[src/rtl/multiplier_32_unsign_seq.sv]
// Sequential shift-and-add unsigned multiplier with valid/ready handshakes on both sides.
// Optional macro MULT_EARLY_EXIT_EN ends the run as soon as the remaining multiplier bits are zero.
module multiplier_32_unsign_seq #(
    parameter int WIDTH = 32
) (
    input  logic                 clk,
    input  logic                 reset_n,
    input  logic                 in_valid,
    output logic                 in_ready,
    input  logic [WIDTH-1:0]     a,
    input  logic [WIDTH-1:0]     b,
    output logic                 out_valid,
    input  logic                 out_ready,
    output logic [2*WIDTH-1:0]   p
);

    localparam int CW = $clog2(WIDTH + 1);

    typedef enum logic [1:0] {
        IDLE,
        RUN,
        DONE
    } state_t;

    state_t              state, state_next;
    logic [2*WIDTH-1:0]  mcand;
    logic [2*WIDTH-1:0]  acc;
    logic [WIDTH-1:0]    mplier;
    logic [CW-1:0]       count;

    logic [2*WIDTH-1:0]  acc_sum;
    logic [WIDTH-1:0]    mplier_shr;
    logic [CW-1:0]       count_inc;
    logic                finish;

    assign in_ready  = (state == IDLE);
    assign out_valid = (state == DONE);

    always_ff @(posedge clk or negedge reset_n) begin
        if (!reset_n) begin
            state <= IDLE;
        end else begin
            state <= state_next;
        end
    end

    always_comb begin
        state_next = state;
        acc_sum    = acc + (mplier[0] ? mcand : '0);
        mplier_shr = {1'b0, mplier[WIDTH-1:1]};
        count_inc  = count + CW'(1);
        unique case (state)
            IDLE: if (in_valid) state_next = RUN;
            RUN: begin
                if (count_inc == CW'(WIDTH)) state_next = DONE;
`ifdef MULT_EARLY_EXIT_EN
                if (mplier_shr == '0) state_next = DONE;
`endif
            end
            DONE: if (out_ready) state_next = IDLE;
            default: state_next = IDLE;
        endcase
        finish = (state == RUN) && (state_next == DONE);
    end

    always_ff @(posedge clk or negedge reset_n) begin
        if (!reset_n) begin
            mcand  <= '0;
            acc    <= '0;
            mplier <= '0;
            count  <= '0;
            p      <= '0;
        end else begin
            unique case (state)
                IDLE: begin
                    if (in_valid) begin
                        mcand  <= {{WIDTH{1'b0}}, a};
                        mplier <= b;
                        acc    <= '0;
                        count  <= '0;
                    end
                end
                RUN: begin
                    acc    <= acc_sum;
                    mcand  <= {mcand[2*WIDTH-2:0], 1'b0};
                    mplier <= mplier_shr;
                    count  <= count_inc;
                    // Product is captured from the final partial sum, not acc, to save an edge.
                    if (finish) p <= acc_sum;
                end
                default: ;
            endcase
        end
    end

endmodule

[config.mk]
export PLATFORM = sky130hd
export DESIGN_NAME = multiplier_32_unsign_seq
export DESIGN_NICKNAME = d
export VERILOG_FILES = /design/src/rtl/multiplier_32_unsign_seq.sv
export SDC_FILE = /design/constraint.sdc
export NUM_CORES = 1
export LEC_CHECK = 0
export ABC_AREA = 1
export CAP_MARGIN = 20
export CORE_ASPECT_RATIO = 1.25
export CORE_UTILIZATION = 50
export CTS_CLUSTER_DIAMETER = 120
export DETAILED_ROUTE_END_ITERATION = 8
export DONT_BUFFER_PORTS = 1
export GPL_ROUTABILITY_DRIVEN = 0
export PLACE_DENSITY = 0.68
export SYNTH_ARGS = -nofsm -noshare
export SYNTH_HDL_FRONTEND = slang
export SYNTH_SLANG_ARGS = --single-unit
[constraint.sdc]
create_clock -name clk -period 2.6 [get_ports clk]
set_clock_uncertainty 0.05 [all_clocks]
set_input_delay 0.52 -clock clk [delete_from_list [all_inputs] [get_ports clk]]
set_output_delay 0.52 -clock clk [all_outputs]
set_load 0.005 [all_outputs]
==> run_results.csv <==
group,metric,value,unit
drt,drt-met1-wl,18300,um
synth,ys.flop_type,"dfrtp_1",
cells_and_area,synthToLayoutAreaGrowth,21.6,%
worst_setup_path,worst_r2r_endpoint,"p[50]$_DFFE_PN0P_",
timing,finalSetupViolCount,3,
worst_setup_path,crit_path_max_fanout,18,
global_routing,grt_pass1_wl,74200,um
synth,syn_nets,2458,
cells_and_area,antenna_cells,0,
synth,synth_top_cell_by_area,"dfrtp_1",
floorplanning,num_io_pins,134,
global_routing,grt_max_degree,233,
floorplanning,die-area,0.0314,mm2
synth,yosys-top-cells-count,"nand2_1, inv_1, dfrtp_1",
synth,yosysWarnings,0,
synth,synth_most_common_cell,"nand2_1",
worst_setup_path,crit_slowest_cell,"dfrtp_2",
timing,tightest_slew,0.633,ns
timing,rsz0062_at_grt,"true",
floorplanning,die_x,159,um
worst_setup_path,cp_top_family,"simple AND/OR/NAND/NOR gates",
worst_setup_path,cp.depth,17,
timing,slew_headroom,57.8,%
drt,drc_errors,0,
clock_network,cts-root-buf,"clkbuf_16",
drt,wirelength,48000,um
clock_network,cts_sinks,232,
cells_and_area,fin_cells,2829,
placement,dp_cells,2785,
cells_and_area,finalNetCount,2549,
timing,drv_slew,0,
synth,synth-seq-cells,232,
drt,drt_iter0_markers,1186,
floorplanning,core-area,0.0301,mm2
worst_setup_path,r2r_slack,-0.04,ns
drt,wl_per_cell,17.0,um
worst_setup_path,end_kind,"flip-flop",
drt,wl_met3,3090,um
drt,first_pass_iters,5,
clock_network,clk_pin_slew,0.06,ns
clock_network,htreeDepth,1,
drt,wl_met2,23100,um
worst_setup_path,timing.rr.start,"mplier[0]$_DFFE_PN0P_",
timing,fin_crit,2.64,ns
drt,via_per_inst,5.30,
drt,vias,14995,
worst_setup_path,crit_type,"flip-flop to flip-flop",
clock_network,cts_buffers,25,
synth,synth.area.top_cells,"dfrtp_1, nand2_1, inv_1",
floorplanning,die_y,198,um
worst_setup_path,startpoint,"mplier[0]$_DFFE_PN0P_",
timing,max_freq,379,MHz
cells_and_area,drive_gt1_share,16.7,%
drt,routed.top_layer,"met4",
floorplanning,start_util,50.9,%
timing,hold_viol_final,232,
synth,netlist_instances,2325,
drt,drtAntennaViolNets,0,
synth,ys_types,34,
timing,hold_slack,-0.385,ns
worst_setup_path,cp-start-kind,"flip-flop",
clock_network,cts_buffer_depth,3,
worst_setup_path,cp.arrival,3.05,ns
global_routing,gr-usage-all-layers,30.5,%
outcome,outcome,"finished with violations",
worst_hold_path,min_path_type,"primary input to async pin",
worst_setup_path,cp-endpoint,"p[50]$_DFFE_PN0P_",
synth,syn_area,0.0153,mm2
synth,avgSynthCellArea,6.60,um2
timing,period_share,101,%
outcome,violations,"negative hold slack, negative setup slack",
synth,ys_async_sr_fraction,100,%
worst_setup_path,crit_chain,"buf_12, nand2_1, inv_1, ha_1, nand2_1, inv_1, nand2_1, nand2_1, inv_1, nand2_1, inv_1, nand2_1, buf_4, nand2_1, nand4_1, nand3_2, nand2_1",
clock_network,tritoncts,"built",
run,drv_cap,0,
clock_network,hold_buffers,1,
placement,dpl.hpwl,35000,um
global_routing,antenna_found_initial,0,
global_routing,grt_pass1_vias,14740,
worst_setup_path,rr_worst_depth,17,
global_routing,grt_overflow,0,
worst_setup_path,critPathMostFrequentCell,"nand2_1",
worst_setup_path,path_buf_inv,6,
worst_setup_path,required,3.01,ns
placement,portBuffers,0,
timing,setup_slack,-0.0373,ns
synth,synth_edf_count,0,
floorplanning,rows,71,
synth,ys_seq_area_share,37.9,%
clock_network,clk_latency,0.56,ns
synth,synthDominantCellAreaShare,37.9,%
worst_setup_path,cpPeakStageDelay,0.49,ns
cells in the final DEF, fill, tap and decap left out, drive strengths merged, types with 2 or more instances in the layout:
cell,netlist,layout
buf,40,131
a21oi,43,43
nor2,121,121
ha,64,64
inv,490,492
nand3b,8,8
o22ai,32,32
clkbuf,29,34
xor2,17,17
bufinv,0,2
nand2,890,890
nor3,79,79
nand4,9,9
and2,3,3
clkinv,0,2
nor4,2,2
a221oi,61,61
o21bai,3,3
o21ai,54,54
xnor2,12,12
a22o,2,2
or2,6,6
nand3,124,124
dfrtp,232,232
cells by family (layout without fill, tap and decap cells):
kind of cell	after synthesis	after routing	synth area share (%)
AND/OR/NAND/NOR	1242	1242	32.7
flip-flops	232	232	37.9
XOR/XNOR	29	29	1.66
AO/OA/AOI/OAI	198	198	8.36
adder cells (fa/ha/maj)	65	65	5.35
buffers and inverters	559	662	14.1
sequential cells by signal (all words and copies together), names as in the netlist:
register / flops
mplier: 32
count: 6
state: 2
acc: 64
p: 64
mcand: 64
cell type report:
| type | instances | area, um2 |
|---|---|---|
| clock inverter | 6 | 98.8 |
| sequential | 232 | 5810 |
| inverter | 490 | 1840 |
| tap | 401 | 502 |
| clock buffer | 33 | 686 |
| fill | 2786 | 11500 |
| timing repair buffer | 133 | 1160 |
| multi-input combinational | 1534 | 8550 |
how the worst min path moves through the flow:
stage,to,cells past startpoint
global placement,p[40]$_DFFE_PN0P_,0
detailed placement,p[40]$_DFFE_PN0P_,0
CTS,p[2]$_DFFE_PN0P_,0
finish,p[40]$_DFFE_PN0P_,0
global route,p[40]$_DFFE_PN0P_,0
floorplan,acc[0]$_DFFE_PN0P_,0
stage by stage:
stage	worst slack (ns)	utilization (%)	setup TNS, ns	area [um2]
floorplan	0.0410	-	0	15300
global placement	-0.172	55.2	-2.70	16600
detailed placement	-0.212	55.2	-4.90	16600
CTS	-0.0146	58.5	-0.0583	17600
global route	-0.186	61.9	-5.38	18600
finish	-0.0373	61.9	-0.0815	18600
metal layers:
| metal | track usage [%] | vias up |
|---|---|---|
| met3 | 4.57 | 191 |
| met5 | 0 | - |
| met2 | 51.8 | 542 |
| met1 | 35.5 | 6928 |
| met4 | 20.0 | 0 |
| li1 | - | 7334 |
worst register-to-register path: cells and delay by family, from the launching register on:
kind                       cells  cell delay, ns
adders and majority gates      1            0.31
buffers and inverters          6            0.59
DFF                            1            0.49
and+or+nand+nor               10            1.10
what timing repair did:
action                     in CTS  in global routing
gates cloned                    0                  1
resized for setup              47                221
buffers inserted                0                  3
setup endpoints to repair      71                 97
pin swaps                       0                 11
hold endpoints to repair      233                232
Power is not shown: default switching activity piles up to over one toggle a cycle in this logic, so the estimate is an artifact.
